===== src/rtl/ysyx_22050078_regfile.sv =====
// ysyx_22050078_regfile: integer register file with two combinational read
// ports, a never-bypassed debug read port, a committed-write counter and the
// index of the last committed write.
//
// Build option: define YSYX_22050078_REGFILE_BYPASS_EN to forward write-back
// data onto rs1/rs2 when they address the entry being written in the same
// cycle. Without it, such reads return the old stored value.
//
// Entry 0 is hardwired to zero. All state clears asynchronously on rst_n low.

module ysyx_22050078_regfile #(
  parameter int ADDR_WIDTH = 5,
  parameter int DATA_WIDTH = 64
) (
  input  logic                  clk,
  input  logic                  rst_n,
  input  logic                  rd_wen,
  input  logic [ADDR_WIDTH-1:0] rd_addr_in,
  input  logic [DATA_WIDTH-1:0] rd_data_in,
  input  logic [ADDR_WIDTH-1:0] rs1_addr,
  input  logic [ADDR_WIDTH-1:0] rs2_addr,
  output logic [DATA_WIDTH-1:0] rs1_data,
  output logic [DATA_WIDTH-1:0] rs2_data,
  input  logic [ADDR_WIDTH-1:0] dbg_addr,
  output logic [DATA_WIDTH-1:0] dbg_data,
  output logic [63:0]           wr_count,
  output logic [ADDR_WIDTH-1:0] last_wr_addr
);

  localparam int NUM_REGS = 1 << ADDR_WIDTH;

  // Storage is flip-flops rather than block RAM: every entry must clear
  // asynchronously and reads are zero-latency.
  logic [DATA_WIDTH-1:0] regs_reg [NUM_REGS];
  logic [63:0]           wr_count_reg;
  logic [ADDR_WIDTH-1:0] last_wr_addr_reg;
  logic                  write_commit;

  // Writes to x0 are discarded entirely, so they never touch the counters.
  assign write_commit = rd_wen && (rd_addr_in != '0);

  genvar gi;
  generate
    for (gi = 0; gi < NUM_REGS; gi++) begin : g_entry
      // Each entry loads write-back data when it is the committed target.
      always_ff @(posedge clk or negedge rst_n) begin
        if (!rst_n) begin
          regs_reg[gi] <= '0;
        end else if (write_commit && (rd_addr_in == ADDR_WIDTH'(gi))) begin
          regs_reg[gi] <= rd_data_in;
        end
      end
    end
  endgenerate

  // Commit bookkeeping: count wraps naturally modulo 2^64.
  always_ff @(posedge clk or negedge rst_n) begin
    if (!rst_n) begin
      wr_count_reg     <= '0;
      last_wr_addr_reg <= '0;
    end else if (write_commit) begin
      wr_count_reg     <= wr_count_reg + 64'd1;
      last_wr_addr_reg <= rd_addr_in;
    end
  end

  assign wr_count     = wr_count_reg;
  assign last_wr_addr = last_wr_addr_reg;

  // Read port 1: x0 reads zero; reset forces zero and suppresses forwarding.
  always_comb begin
    rs1_data = '0;
    if (rst_n && (rs1_addr != '0)) begin
      rs1_data = regs_reg[rs1_addr];
`ifdef YSYX_22050078_REGFILE_BYPASS_EN
      if (write_commit && (rs1_addr == rd_addr_in)) begin
        rs1_data = rd_data_in;
      end
`endif
    end
  end

  // Read port 2: same behaviour as port 1, fully independent.
  always_comb begin
    rs2_data = '0;
    if (rst_n && (rs2_addr != '0)) begin
      rs2_data = regs_reg[rs2_addr];
`ifdef YSYX_22050078_REGFILE_BYPASS_EN
      if (write_commit && (rs2_addr == rd_addr_in)) begin
        rs2_data = rd_data_in;
      end
`endif
    end
  end

  // Debug port always shows architectural (stored) state, never forwarded.
  always_comb begin
    dbg_data = '0;
    if (rst_n && (dbg_addr != '0)) begin
      dbg_data = regs_reg[dbg_addr];
    end
  end

endmodule


===== config.mk =====
export PLATFORM = sky130hd
export DESIGN_NAME = ysyx_22050078_regfile
export DESIGN_NICKNAME = d
export VERILOG_FILES = /design/src/rtl/ysyx_22050078_regfile.sv
export SDC_FILE = /design/constraint.sdc
export NUM_CORES = 2
export LEC_CHECK = 0
export ABC_CLOCK_PERIOD_IN_PS = 3100
export CAP_MARGIN = 20
export CORE_AREA = 5 5 401 797
export CTS_BUF_LIST = sky130_fd_sc_hd__clkbuf_16
export DETAILED_ROUTE_END_ITERATION = 10
export DIE_AREA = 0 0 406 802
export SETUP_SLACK_MARGIN = 0.1
export SLEW_MARGIN = 10
export SYNTH_ARGS = -nofsm -noshare
export SYNTH_HDL_FRONTEND = slang
export SYNTH_SLANG_ARGS = --single-unit

===== constraint.sdc =====
create_clock -name clk -period 3.1 [get_ports clk]
set_clock_uncertainty 0.05 [all_clocks]
set_input_delay 0.62 -clock clk [delete_from_list [all_inputs] [get_ports clk]]
set_output_delay 0.62 -clock clk [all_outputs]
set_load 0.05 [all_outputs]

==> metrics.md <==
| Metric | Value |
|---|---|
| CORE AREA | 0.313 mm2 |
| #FFs+latches synth | 2053 |
| Reg clk slew, reported paths | 0.07 ns |
| Buffers and inverters on the worst path | 2 |
| Via count | 101000 |
| Pwr Density | 540 mW/mm2 |
| Post-Layout Inst Area | 0.165 mm2 |
| Fill cell count | 26100 |
| Io pins | 348 |
| Synthesized area | 0.124 mm2 |
| Synthesized instance count | 9472 |
| Root buf cell | clkbuf_16 |
| GR Overflow Total | 0 |
| Max IR drop VDD | 646 uV |
| Area delta synth->final | 32.7% |
| Max reg flops | 1984 |
| Sequential cell area fraction in the yosys report | 41.3% |
| Fin nets | 11000 |
| PortBufs | 347 |
| Post-synth net total | 9560 |
| Number of global-route vias before repair | 101000 |
| PnR worst setup slack | -0.416 ns |
| Worst-path fanout max | 4 |
| Required time of the critical path | 2.43 ns |
| DP HPWL | 331 mm |
| Dpl cell area | 0.148 mm2 |
| Worst Path Arrival | 2.85 ns |
| FF-to-FF setup slack | 0.66 ns |
| Crit path capture type | output pin |
| Routed Wire Length | 524 mm |
| Main synth FF type | dfrtp_1 |
| TritonCTS Buffers | 212 |
| Slowest cell on crit path | mux4_2 |
| Failing checks | setup timing |
| Dpl ws | -0.848 ns |
| Die Wd | 406 um |
| Cell row count | 291 |
| Gp weighted congestion | 0.910 |
| Post-synth cell types | 65 |
| Largest net degree at the start of global routing | 165 |
| Post-synth ARST share | 100% |
| Commonest cells after routing, fill and taps aside | 2325 x mux2_2, 2048 x dfrtp_1, 1138 x buf_4 |
| Period utilization | 113% |
| Share of cells above drive strength 1 | 57.2% |
| Clock sink count | 2053 |
| Hold crit path type | input port to asynchronous set/reset pin |
| Clk_lat worst skew | 0.88 ns |
| Commonest non-fill, non-tap cell in the layout | mux2_2 |
| Global-route wire length before repair | 734 mm |
| Setup TNS | -43.63 ns |
| CTS tree | yes |
| # H-tree levels | 4 |
| Outcome | finished with violations |
| CP max stage delay | 0.48 ns |
| Crit Path Category | flop to output pin |
| DRC | 0 |
| EDFF count, synth | 0 |
| Startpoint types | flop |
| Syn_area_per_cell | 13.1 um2 |
| Multi-input gate area | 0.0733 mm2 |
| Max-cap violations | 0 |
| Peak Freq | 284 MHz |
| CP delay by family, top | multiplexers |
| Fin. max-slew vios | 0 |
| RSZ-0062 raised after global routing | yes |
| Die height | 802 um |
| CP Cell Sequence | mux4_2, mux2i_1, buf_4, o22ai_4, or3_4, buf_12 |
| Initial core utilization | 39.8% |
| Final Hold Fails | 0 |
| Worst-Margin Slew | 1.05 ns |
| Setup Viol. Count Final | 192 |
| Post-layout min period | 3.52 ns |
| Drt wl/cell | 34.6 um |
| DIE AREA | 0.326 mm2 |
| Leakage | 71.0 nW |
| Total global-route track usage | 30.6% |
| Max_slew headroom | 29.9% |
| FF/Latch Area | 0.0514 mm2 |
| Drt via density | 6.64 |
| First-iteration detailed-routing DRC count | 11000 |
| CTS max path bufs | 4 |
| ANT nets after route | 0 |
| YS warnings | 0 |
| Initial antenna violation count | 22 |
| DRT Pass-1 Iters | 8 |
timing repair:
action,in CTS,in global routing
hold buffers,5,0
cloned,36,34
resized for setup,584,424
setup endpoints to repair,192,192
pin swaps,232,226
hold endpoints to repair,120,0
buffers inserted,259,239
path summary, 6_finish.rpt:
check,start,end,cells after the start
setup reg to reg,wr_count[2],wr_count[55],7
hold / removal,rst_n,regs_reg[1221],3
setup / recovery,regs_reg[889],dbg_data[57],6
min in group clk,wr_count[63],wr_count[63],1
max in group asynchronous,rst_n,regs_reg[986],5
hold reg to reg,wr_count[63],wr_count[63],1
per-stage QoR:
stage	power (mW)	std cells	hold WS, ns	utilization [%]
floorplan	51.5	9472	0.274	-
global placement	59.4	14200	0.418	47.2
detailed placement	60.1	14200	0.413	47.2
CTS	87.7	14900	0.00170	51.2
global route	92.3	15100	0.0430	52.7
finish	89.2	15100	0.0143	52.7
cells by family after synthesis:
kind of cell               share of synthesized area, %
buffers and inverters                              3.41
muxes                                              43.5
DFF                                                41.3
xor gates and xnor gates                          0.449
adders and majority gates                        0.0100
AOI/OAI and AO/OA                                  7.90
and+or+nand+nor                                    3.51
cell type report:
type                       count  share of cell area [%]
antenna                        7                  0.0106
clock buffer                 215                    3.26
clock inverter               164                   0.813
inverter                      10                  0.0530
multi-input combinational   6358                    44.4
sequential                  2053                    31.1
tap                         4102                    3.11
timing repair buffer        2227                    17.3
worst reg2reg max path: cells and delay by family, from the launching register on:
| kind | cells | cell delay (ns) |
|---|---|---|
| XOR/XNOR | 1 | 0.16 |
| buffers and inverters | 1 | 0.21 |
| AND/OR/NAND/NOR | 5 | 1.48 |
| flip-flops | 1 | 0.43 |
routing by layer:
metal | share of wire, % | GRT usage [%]
met5 | 0.031 | 0
met4 | 7.2 | 16.6
met3 | 10 | 7.61
met2 | 45 | 47.1
met1 | 38 | 39.9
synth_stat cells (130+ instances only):
cell type	instances	area (um2)
a21oi_1	328	1640
a221oi_1	249	2180
buf_2	195	976
clkbuf_1	743	2790
dfrtp_1	2053	51400
mux2_2	2329	26200
mux2i_1	748	7490
mux4_2	897	20200
nand2_1	307	1150
nor2_1	210	788
o21ai_0	207	1040
o221ai_1	130	1140
where the power goes:
part | internal [mW] | leakage, nW | switching, mW | total (mW)
sequential | 31.9 | 26.3 | 5.29 | 37.2
combinational | 14.7 | 41.4 | 11.0 | 25.8
clock | 14.3 | 3.39 | 11.9 | 26.2
(Power assumes the default switching activity.)
